File: src/rtl/seq_divider_if.sv
// Operand/result bundle for the sequential divider: Start/Done handshake,
// operands in, registered results and status flags out.
interface seq_divider_if #(
  parameter int WIDTH = 8
);
  logic             start;
  logic [WIDTH-1:0] dividend;
  logic [WIDTH-1:0] divisor;
  logic [WIDTH-1:0] quotient;
  logic [WIDTH-1:0] remainder;
  logic             busy;
  logic             done;
  logic             div_by_zero;
  logic             ovf;

  modport master (
    output start, dividend, divisor,
    input  quotient, remainder, busy, done, div_by_zero, ovf
  );

  modport slave (
    input  start, dividend, divisor,
    output quotient, remainder, busy, done, div_by_zero, ovf
  );
endinterface

File: src/rtl/seq_divider.sv
// Restoring shift-subtract divider, one quotient bit per clock, with optional
// two's-complement operands handled as magnitudes plus a sign fixup step.
module seq_divider #(
  parameter int WIDTH  = 8,
  parameter bit SIGNED = 1'b1
) (
  input  logic          clk,
  input  logic          rst_n,
  seq_divider_if.slave  bus
);

  localparam int CW = $clog2(WIDTH) + 1;

  typedef enum logic [1:0] {IDLE, CALC, FIXUP, DONE} state_t;

  state_t           state, state_next;
  logic             start_q;
  logic             accept;
  logic [WIDTH-1:0] p;
  logic [WIDTH-1:0] q;
  logic [WIDTH-1:0] dvsr;
  logic [CW-1:0]    cnt;
  logic             neg_q, neg_r, ovf_case;
  logic [WIDTH-1:0] quotient, remainder;
  logic             dbz, ovf;

  logic             dvd_neg, dvs_neg;
  logic [WIDTH-1:0] dvd_mag, dvs_mag;
  logic [WIDTH:0]   p_shift, p_sub;
  logic             fits;
  logic             is_ovf;

  // Magnitudes of the most-negative value wrap to itself, which is still the
  // correct unsigned magnitude in WIDTH bits.
  assign dvd_neg = SIGNED ? bus.dividend[WIDTH-1] : 1'b0;
  assign dvs_neg = SIGNED ? bus.divisor[WIDTH-1]  : 1'b0;
  assign dvd_mag = dvd_neg ? -bus.dividend : bus.dividend;
  assign dvs_mag = dvs_neg ? -bus.divisor  : bus.divisor;
  assign is_ovf  = SIGNED && (bus.dividend == {1'b1, {(WIDTH-1){1'b0}}})
                          && (bus.divisor == '1);

  assign p_shift = {p, q[WIDTH-1]};
  assign p_sub   = p_shift - {1'b0, dvsr};
  assign fits    = (p_shift >= {1'b0, dvsr});

  always_comb begin
    state_next = state;
    accept     = 1'b0;
    case (state)
      IDLE, DONE: begin
        if (bus.start && !start_q) begin
          accept     = 1'b1;
          state_next = (bus.divisor == '0) ? DONE : CALC;
        end
      end
      CALC:    if (cnt == CW'(WIDTH - 1)) state_next = FIXUP;
      FIXUP:   state_next = DONE;
      default: state_next = IDLE;
    endcase
  end

  // start_q resets high so a Start held through reset release is not a request.
  always_ff @(posedge clk or negedge rst_n) begin
    if (!rst_n) begin
      state   <= IDLE;
      start_q <= 1'b1;
    end else begin
      state   <= state_next;
      start_q <= bus.start;
    end
  end

  always_ff @(posedge clk or negedge rst_n) begin
    if (!rst_n) begin
      p         <= '0;
      q         <= '0;
      dvsr      <= '0;
      cnt       <= '0;
      neg_q     <= 1'b0;
      neg_r     <= 1'b0;
      ovf_case  <= 1'b0;
      quotient  <= '0;
      remainder <= '0;
      dbz       <= 1'b0;
      ovf       <= 1'b0;
    end else if (accept) begin
      if (bus.divisor == '0) begin
        quotient  <= '1;
        remainder <= bus.dividend;
        dbz       <= 1'b1;
        ovf       <= 1'b0;
      end else begin
        p        <= '0;
        q        <= dvd_mag;
        dvsr     <= dvs_mag;
        cnt      <= '0;
        neg_q    <= dvd_neg ^ dvs_neg;
        neg_r    <= dvd_neg;
        ovf_case <= is_ovf;
        dbz      <= 1'b0;
        ovf      <= 1'b0;
      end
    end else if (state == CALC) begin
      p   <= fits ? p_sub[WIDTH-1:0] : p_shift[WIDTH-1:0];
      q   <= {q[WIDTH-2:0], fits};
      cnt <= cnt + 1'b1;
    end else if (state == FIXUP) begin
      if (ovf_case) begin
        quotient  <= {1'b1, {(WIDTH-1){1'b0}}};
        remainder <= '0;
        ovf       <= 1'b1;
      end else begin
        quotient  <= neg_q ? -q : q;
        remainder <= neg_r ? -p : p;
      end
    end
  end

  assign bus.quotient    = quotient;
  assign bus.remainder   = remainder;
  assign bus.busy        = (state == CALC) || (state == FIXUP);
  assign bus.done        = (state == DONE);
  assign bus.div_by_zero = dbz;
  assign bus.ovf         = ovf;

endmodule

File: src/flat_wrapper.sv
// flat-port wrapper written by rule: the top's interface ports become plain ports
module seq_divider_flat 
#(
  parameter int WIDTH  = 8,
  parameter bit SIGNED = 1'b1
)
  (clk, rst_n, bus_start, bus_dividend, bus_divisor, bus_quotient, bus_remainder, bus_busy, bus_done, bus_div_by_zero, bus_ovf);
  seq_divider_if #(.WIDTH(WIDTH)) bus_i ();
  input  logic clk;
  input  logic rst_n;
  input wire logic [$bits(bus_i.start)-1:0] bus_start;
  input wire logic [$bits(bus_i.dividend)-1:0] bus_dividend;
  input wire logic [$bits(bus_i.divisor)-1:0] bus_divisor;
  output wire logic [$bits(bus_i.quotient)-1:0] bus_quotient;
  output wire logic [$bits(bus_i.remainder)-1:0] bus_remainder;
  output wire logic [$bits(bus_i.busy)-1:0] bus_busy;
  output wire logic [$bits(bus_i.done)-1:0] bus_done;
  output wire logic [$bits(bus_i.div_by_zero)-1:0] bus_div_by_zero;
  output wire logic [$bits(bus_i.ovf)-1:0] bus_ovf;
  assign bus_i.start = bus_start;
  assign bus_i.dividend = bus_dividend;
  assign bus_i.divisor = bus_divisor;
  assign bus_quotient = bus_i.quotient;
  assign bus_remainder = bus_i.remainder;
  assign bus_busy = bus_i.busy;
  assign bus_done = bus_i.done;
  assign bus_div_by_zero = bus_i.div_by_zero;
  assign bus_ovf = bus_i.ovf;
  seq_divider #(.WIDTH(WIDTH), .SIGNED(SIGNED)) u_core (.clk(clk), .rst_n(rst_n), .bus(bus_i));
endmodule
File: config.mk
export PLATFORM = sky130hd
export DESIGN_NAME = seq_divider_flat
export DESIGN_NICKNAME = d
export VERILOG_FILES = /design/src/rtl/seq_divider_if.sv /design/src/rtl/seq_divider.sv /design/src/flat_wrapper.sv
export SDC_FILE = /design/constraint.sdc
export NUM_CORES = 1
export LEC_CHECK = 0
export ABC_AREA = 1
export CAP_MARGIN = 0
export CORE_MARGIN = 2
export CORE_UTILIZATION = 48
export DETAILED_ROUTE_END_ITERATION = 10
export PLACE_DENSITY = 0.71
export SETUP_SLACK_MARGIN = 0.2
export SYNTH_ARGS = -nofsm -noshare
export SYNTH_HDL_FRONTEND = slang
export SYNTH_SLANG_ARGS = --single-unit
File: constraint.sdc
create_clock -name clk -period 1.75 [get_ports clk]
set_input_delay 0.525 -clock clk [delete_from_list [all_inputs] [get_ports clk]]
set_output_delay 0.525 -clock clk [all_outputs]
set_load 0.02 [all_outputs]
==> impl_metrics.yaml, run 1 <==
timing:
  setup_viol: 5
  slew_violations: 0
  rsz0062_at_grt: "true"
  fin_crit_ns: 1.80
  worstMarginPinSlew_ns: 0.438
  layout_setup_ws_ns: -0.0498
  skew_ns: 0.0159
  fmax_mhz: 556
  maxSlewHeadroom_pct: 70.8
  hold_viol: 0
  period_share_pct: 103
power_and_ir_drop:
  p_seq_share_pct: 21.2
  p_clk_share_pct: 8.4
  p_sw_mw: 5.15
  vdd_drop_max_uv: 1240
  internal-power_mw: 5.29
  pwr-share-comb_pct: 70.4
  cellPowerDensity_nw_per_um2: 1960
  p_leak_nw: 2.59
  finalPower_mw: 10.4
  swShare_pct: 49.3
cts:
  cts_tree: "built"
  cts-buffers-inserted: 5
  cts_root_buf: "clkbuf_8"
  clockBufferDepth: 2
  h-tree-depth: 2
  clk_pin_slew_ns: 0.11
  clk_latency_ns: 0.33
  cts.sinks: 52
logic_synthesis:
  yosys_register_bits: 52
  synth_edf_count: 0
  syn_avg_cell_area_um2: 7.19
  postSynthCellCount: 478
  synthArstFlopShare_pct: 100
  ys_warn_count: 0
  seq_area_frac_synth_pct: 37.9
  synth_cell_types: 34
  synth_ff_type: "dfrtp_1"
  synth_fp_nets: 516
  synth_area_um2: 3440
setup_path:
  path_max_fanout: 5
  endpoint_kind: "flop"
  crit_family: "simple AND/OR/NAND/NOR gates"
  startpoint: "u_core.p[3]"
  required_ns: 1.95
  worstSetupPathType: "reg2reg"
  max_stage_delay_ns: 0.46
  crit_chain: "ha_4, nand2_2, inv_2, nand4_1, nand2_2, nand2_4, nand2_4, nand2_1, nand3_1, nand2_1"
  critPathBufInv: 1
  r2r-start: "u_core.p[3]"
  worstReg2RegEnd: "u_core.p[3]"
  r2r_cells: 10
  critPathLaunchType: "flop"
  r2r_slack_ns: -0.05
  slowest_stage: "dfrtp_1"
  arrival_ns: 2.00
drt:
  route.detailed.drc: 0
  dr.pass1.iters: 8
  drtIter0Drc: 443
  routed_via_density: 5.78
  vias: 4063
  routedWlPerCell_um: 17.7
  finalWirelength_um: 12400
  ant_nets: 0
run_status:
  status: "finished, violations left"
  violations: "setup timing"
placement:
  hpwl_um: 7020
  portBuffers: 38
  place.gp.congestion: 0.904
  dpl.cell_count: 651
min_path:
  hp-class: "in2async"
layout:
  fin_util_pct: 77.4
  area_growth_pct: 54.7
  layout.nets: 644
  num-fill-cells: 429
  diodes: 0
  final_layout_size_suffix_gt1_share_pct: 40.4
  instances_no_fill: 703
floorplan:
  die_h_um: 88.6
  rows: 30
  core_area_um2: 6870
  start_util_pct: 50.1
  io_pins: 39
  die-area_um2: 7860
  die_w_um: 88.6
flow_run:
  cap_violations: 0
global_route:
  grt_pass1_wl_um: 17900
  overflow: 0
  grt.total_usage_pct: 29.5
  grt_pass1_vias: 3812
  grt_max_degree: 53
  antenna_found_initial: 0
[logic make-up (layout without fill, tap and decap cells)]
group                    count (synthesis)  in the layout  share of synthesized area, %
adder cells (fa/ha/maj)                 19             19                          7.13
flip-flops                              52             52                          37.9
buffers and inverters                   80            206                          9.79
AND/OR/NAND/NOR                        233            236                          28.9
XOR/XNOR                                10             10                          2.55
AO/OA/AOI/OAI                           84             84                          13.8
[power by group through the flow]
| stage | clock network, mW | logic, mW | registers, mW |
|---|---|---|---|
| final | 0.881 | 7.35 | 2.22 |
| after global routing | 0.916 | 7.85 | 2.26 |
| after CTS | 0.846 | 6.50 | 2.16 |
| after detailed placement | 0 | 4.96 | 2.11 |
| after global placement | 0 | 4.85 | 2.09 |
| after floorplan | 0 | 3.22 | 2.24 |
[what timing repair did]
| item | CTS | global route |
|---|---|---|
| pin swaps | 38 | 17 |
| cloned | 6 | 1 |
| hold buffers | 0 | 0 |
| setup buffers | 26 | 11 |
| setup endpoints to repair | 69 | 69 |
| resized for setup | 206 | 40 |
[state kept, by name (all words and copies together), names as in the netlist]
register and flops:
u_core.bus.div_by_zero 1, u_core.neg_r 1, u_core.neg_q 1, u_core.bus.quotient 8, u_core.bus.ovf 1, u_core.p 8
u_core.state 2, u_core.q 8, u_core.bus.remainder 8, u_core.ovf_case 1, u_core.cnt 4, u_core.start_q 1
u_core.dvsr 8
[synth_stat cells (2+ instances only)]
master	instances	area share [%]
buf_6	4	1.3
nor3_1	2	0.29
a21oi_2	2	0.51
a21boi_0	2	0.44
buf_2	5	0.73
nand2_4	2	0.65
nand3_1	52	7.6
xnor2_1	4	1.0
nand2_2	3	0.55
ha_1	18	6.6
clkbuf_1	3	0.33
inv_2	2	0.22
inv_1	65	7.1
o22ai_1	3	0.55
nor2_1	48	5.2
o21ai_0	30	4.4
o21ai_1	10	1.5
xor2_1	6	1.5
a31oi_1	4	0.73
nor2_2	2	0.36
a21oi_1	26	3.8
nand4_1	9	1.6
dfrtp_1	51	37
nand2_1	115	13
[cell type report]
cell class | count | area [um^2] | area share, %
multi-input combinational | 349 | 2360 | 44.4
sequential | 52 | 1300 | 24.5
timing repair buffer | 130 | 1130 | 21.2
inverter | 67 | 289 | 5.43
tap | 96 | 120 | 2.26
clock buffer | 6 | 72.6 | 1.36
clock inverter | 2 | 35.0 | 0.659
timing repair inverter | 1 | 11.3 | 0.212
[worst max path at each step]
| stage | endpoint | cells past startpoint |
|---|---|---|
| after floorplan | u_core.bus.remainder[0] | 8 |
| after global placement | u_core.q[1] | 8 |
| after detailed placement | u_core.bus.remainder[5] | 9 |
| after CTS | bus_done | 4 |
| after global routing | u_core.q[5] | 10 |
| final | u_core.p[3] | 10 |
[cells in the final DEF, fill, tap and decap left out, drive strengths merged, types with 2 or more instances in the layout]
cell type and n:
xnor2 4, xor2 6, nor3 2, a31oi 4
ha 18, o22ai 3, nand3 52, buf 95
nand4 9, dlygate4sd2 9, inv 68, o21ai 41
nand2 122, a21boi 2, nor2 51, a21oi 28
clkdlybuf4s50 8, dfrtp 51, clkbuf 21, clkdlybuf4s15 3
[metrics by stage]
step                setup TNS (ns)  setup slack [ns]  area [um^2]  hold WS (ns)
floorplan                        0             0.166         3520         0.229
global placement            -13.71            -0.364         4360         0.475
detailed placement          -16.17            -0.415         4360         0.476
CTS                        -0.0196           -0.0196         5220         0.200
global route                 -1.48           -0.0997         5320         0.201
finish                      -0.152           -0.0498         5320         0.162
[routing by layer]
layer	vias up	wire length [um]	track usage [%]
li1	1826	-	-
met1	1926	4840	37.2
met2	242	6120	50.1
met3	69	863	4.20
met4	0	601	12.9
met5	-	0	0
Power figures use the tool's default switching activity.
==> run 2, diff against run 1 <==
Settings changed: CORE_UTILIZATION 48 to 25, CTS_CLUSTER_SIZE from default to 14, PLACE_DENSITY 0.71 to 0.41.
==> impl_metrics.yaml, run 2 (synthesis results as in run 1) <==
run_status:
  status: "complete, no violations"
floorplan:
  die_w_um: 121
  core_area_um2: 13300
  die_h_um: 121
  start_util_pct: 25.8
  io_pins: 39
  rows: 42
  die-area_um2: 14700
drt:
  routedWlPerCell_um: 14.4
  wl_met3_um: 404
  dr.pass1.iters: 4
  top_layer: "met4"
  route.detailed.drc: 0
  wl_met1_um: 5160
  met2_length_um: 5720
  routed_via_density: 4.56
  ant_nets: 0
  finalWirelength_um: 11500
  drtIter0Drc: 145
  vias: 3618
global_route:
  grt.total_usage_pct: 16.5
  overflow: 0
  grt_pass1_vias: 3648
  grt_max_degree: 53
  antenna_found_initial: 0
  grt_pass1_wl_um: 18700
layout:
  diodes: 0
  final_layout_size_suffix_gt1_share_pct: 45.9
  multi_input_area_um2: 2600
  layout_common_cells: "nand2_1 (80), buf_4 (67), dfrtp_1 (50)"
  final_common_cell: "nand2_1"
  ff_latch_area_um2: 1300
  layout.nets: 654
  area_growth_pct: 71.5
  num-fill-cells: 1353
timing:
  setup_tns_ns: 0
  setup_viol: 0
  worstMarginPinSlew_ns: 0.404
  skew_ns: 0.00429
  slew_violations: 0
  hold_viol: 0
  rsz0062_at_grt: "true"
  fin_crit_ns: 1.75
  layout_setup_ws_ns: 0.00291
  fmax_mhz: 572
  maxSlewHeadroom_pct: 73.0
  period_share_pct: 99.8
cts:
  clockBufferDepth: 2
  cts_root_buf: "clkbuf_16"
  h-tree-depth: 2
  cts_hold_buf: 0
  cts_tree: "built"
  cts.sinks: 52
  clk_latency_ns: 0.30
  cts-buffers-inserted: 5
  clk_pin_slew_ns: 0.07
setup_path:
  path_max_fanout: 4
  r2r_cells: 9
  crit_family: "flip-flops"
  crit_chain: "buf_4, buf_6, ha_4, buf_6"
  worstReg2RegEnd: "u_core.q[1]"
  crit_path_end: "bus_done"
  r2r_slack_ns: 0.02
  max_stage_delay_ns: 0.39
  cp.depth: 4
  arrival_ns: 1.22
  required_ns: 1.22
  cp_common_cell: "buf_6"
  endpoint_kind: "primary output"
  startpoint: "u_core.state[0]"
  critPathBufInv: 3
  worstSetupPathType: "reg2out"
  slowest_stage: "dfrtp_1"
  critPathLaunchType: "flop"
  r2r-start: "u_core.state[1]"
placement:
  portBuffers: 38
  hpwl_um: 8040
  place.gp.congestion: 0.832
  pre_cts_ws_ns: -0.445
power_and_ir_drop:
  cellPowerDensity_nw_per_um2: 1910
  p_leak_nw: 2.78
  vdd_drop_max_uv: 722
min_path:
  hp-class: "in2async"
flow_run:
  cap_violations: 0
-- run 2: worst min path at each step --
stage	start	to	slack (ns)	cells past startpoint
2_1_floorplan	rst_n	u_core.bus.div_by_zero	0.23	0
3_3_place_gp	u_core.dvsr[2]	u_core.dvsr[2]	0.48	2
3_5_place_dp	u_core.dvsr[3]	u_core.dvsr[3]	0.48	2
4_1_cts	rst_n	u_core.bus.quotient[2]	0.22	2
5_1_grt	rst_n	u_core.bus.quotient[6]	0.23	2
6_report	rst_n	u_core.bus.quotient[6]	0.20	2
-- run 2: what timing repair did --
item,CTS,global route
setup endpoints to repair,70,70
resized for setup,226,91
setup buffers,24,5
pin swaps,37,30
gates cloned,8,1
-- run 2: metal layers --
metal,global-route usage (%),vias up
li1,-,1836
met1,21.2,1714
met2,28.7,58
met3,3.01,10
met4,4.09,0
met5,0,-
-- run 2: final cells by class --
cell class / instances / share of cell area [%]
multi-input cells: 348 / 44.1
inverters: 67 / 5.07
flip-flops and latches: 52 / 22.1
clock inverters: 1 / 0.0849
repair buffers: 139 / 22.2
clock buffers: 7 / 2.25
well taps: 176 / 3.74
repair inverters: 3 / 0.446
-- run 2: per-stage QoR --
stage / utilization [%] / instance area (um^2) / instances / hold slack, ns / power (mW)
2_1_floorplan: - / 3520 / 478 / 0.229 / 5.46
4_1_cts: 42.0 / 5610 / 787 / 0.224 / 10.5
6_report: 44.2 / 5900 / 793 / 0.204 / 11.2
5_1_grt: 44.2 / 5900 / 793 / 0.230 / 12.2
3_5_place_dp: 34.3 / 4570 / 747 / 0.479 / 7.38
3_3_place_gp: 34.3 / 4570 / 747 / 0.479 / 7.35
-- run 2: worst reg2reg max path, cell delays in order (launching register included) --
cell,delay [ns]
dfrtp_1,0.42
ha_4,0.31
nand3_4,0.14
buf_8,0.18
buf_6,0.13
nor2_4,0.19
o22ai_2,0.09
o21ai_1,0.08
nand2_1,0.06
o21ai_1,0.07
-- run 2: report_power, final --
part	internal (mW)	total (mW)	switching, mW	leakage (nW)
registers	1.71	2.17	0.459	0.632
logic	3.77	8.08	4.31	2.08
clock network	0.530	0.983	0.453	0.0679
total	6.01	11.2	5.22	2.78
==> run 3, diff against run 2 <==
Settings changed: CORE_MARGIN 2 to 1.
==> impl_metrics.yaml, run 3 (synthesis results as in run 1) <==
run_status:
  status: "finished, violations left"
  violations: "setup timing"
power_and_ir_drop:
  vdd_drop_max_uv: 797
  p_leak_nw: 2.83
  cellPowerDensity_nw_per_um2: 1930
timing:
  layout_setup_ws_ns: -0.00457
  hold_viol: 0
  maxSlewHeadroom_pct: 73.5
  period_share_pct: 100
  setup_viol: 1
  slew_violations: 0
  fmax_mhz: 570
  worstMarginPinSlew_ns: 0.397
  skew_ns: 0.00722
  fin_crit_ns: 1.75
  rsz0062_at_grt: "true"
cts:
  cts.sinks: 52
  cts_tree: "built"
  clk_latency_ns: 0.30
  cts_hold_buf: 0
  clockBufferDepth: 2
  clk_pin_slew_ns: 0.07
  h-tree-depth: 2
  cts-buffers-inserted: 5
  cts_root_buf: "clkbuf_16"
floorplan:
  core_area_um2: 13300
  die_h_um: 119
  die-area_um2: 14200
  die_w_um: 119
  start_util_pct: 25.8
  rows: 42
  io_pins: 39
placement:
  portBuffers: 38
  place.gp.congestion: 0.824
  pre_cts_ws_ns: -0.427
  hpwl_um: 7910
  placed_area_um2: 4550
  dpl.cell_count: 746
global_route:
  overflow: 0
  grt_pass1_wl_um: 18500
  grt.total_usage_pct: 16.7
  antenna_found_initial: 0
  grt_pass1_vias: 3620
  grt_max_degree: 53
layout:
  area_growth_pct: 75.8
  layout_common_cells: "nand2_1 (82), buf_4 (71), dfrtp_1 (50)"
  final_common_cell: "nand2_1"
  instances_no_fill: 802
  final_layout_size_suffix_gt1_share_pct: 47.9
  layout.nets: 663
  diodes: 0
  final_area_um2: 6050
setup_path:
  arrival_ns: 1.23
  path_max_fanout: 3
  required_ns: 1.22
  endpoint_kind: "primary output"
  critPathLaunchType: "flop"
  worstSetupPathType: "reg2out"
drt:
  vias: 3648
  ant_nets: 0
  dr.pass1.iters: 4
  finalWirelength_um: 11300
  route.detailed.drc: 0
  routed_via_density: 4.55
  routedWlPerCell_um: 14.1
  drtIter0Drc: 188
min_path:
  hp-class: "in2async"
flow_run:
  cap_violations: 0
==> run 3: cell types whose count changed in the layout (fill, tap and decap cells not counted), sizes merged <==
cell,change
buf,+8
clkbuf,+4
clkdlybuf4s15,-2
clkinv,-2
clkinvlp,+1
dlygate4sd2,+1
dlymetal6s2s,-1
==> run 3: path summary, 6_finish.rpt <==
| check | startpoint | end | slack, ns | cells after the start |
|---|---|---|---|---|
| min in group clk | u_core.bus.quotient[3] | u_core.bus.quotient[3] | 0.49 | 2 |
| worst min-delay path | rst_n | u_core.q[4] | 0.23 | 2 |
| worst max-delay path | u_core.state[0] | bus_done | -0.005 | 4 |
| worst max register to register | u_core.state[0] | u_core.bus.remainder[7] | 0.03 | 10 |
| worst min register to register | u_core.bus.quotient[3] | u_core.bus.quotient[3] | 0.49 | 2 |
| max in group asynchronous | rst_n | u_core.start_q | 1.24 | 2 |
==> run 3: final cells by class <==
| type | count | area [um^2] |
|---|---|---|
| flip-flops and latches | 52 | 1300 |
| multi-input cells | 348 | 2650 |
| clock inverters | 1 | 7.51 |
| repair inverters | 2 | 27.5 |
| inverters | 67 | 298 |
| fillers | 1314 | 7300 |
| clock buffers | 7 | 143 |
| well taps | 176 | 220 |
| repair buffers | 149 | 1400 |
==> run 3: timing repair <==
action,CTS,global route
setup endpoints to repair,70,69
pin swaps,46,38
gates resized for setup,226,111
gates cloned,4,4
buffers inserted,28,12
==> run 3: worst max-delay path, cell delays in order (launching register included) <==
cell     delay, ns
dfrtp_1       0.40
buf_4         0.14
buf_6         0.12
ha_4          0.15
buf_6         0.12
==> run 3: stage by stage <==
stage	util, %	power, mW	hold slack, ns	setup TNS (ns)
floorplan	-	5.46	0.229	0
global placement	34.1	7.33	0.477	-14.47
detailed placement	34.1	7.35	0.474	-15.62
CTS	42.1	10.7	0.238	-0.0126
global route	45.3	12.6	0.244	-0.540
finish	45.3	11.7	0.227	-0.00457
==> run 3: per-layer routing <==
layer | up-vias | wire [um] | track usage (%)
li1 | 1848 | - | -
met1 | 1722 | 5140 | 22.0
met2 | 70 | 5610 | 28.0
met3 | 8 | 400 | 3.16
met4 | 0 | 146 | 4.03
met5 | - | 0 | 0
==> run 3: power by group <==
part	switching, mW	internal, mW
sequential	0.503	1.71
combinational	4.44	3.97
clock	0.478	0.572
total	5.43	6.25
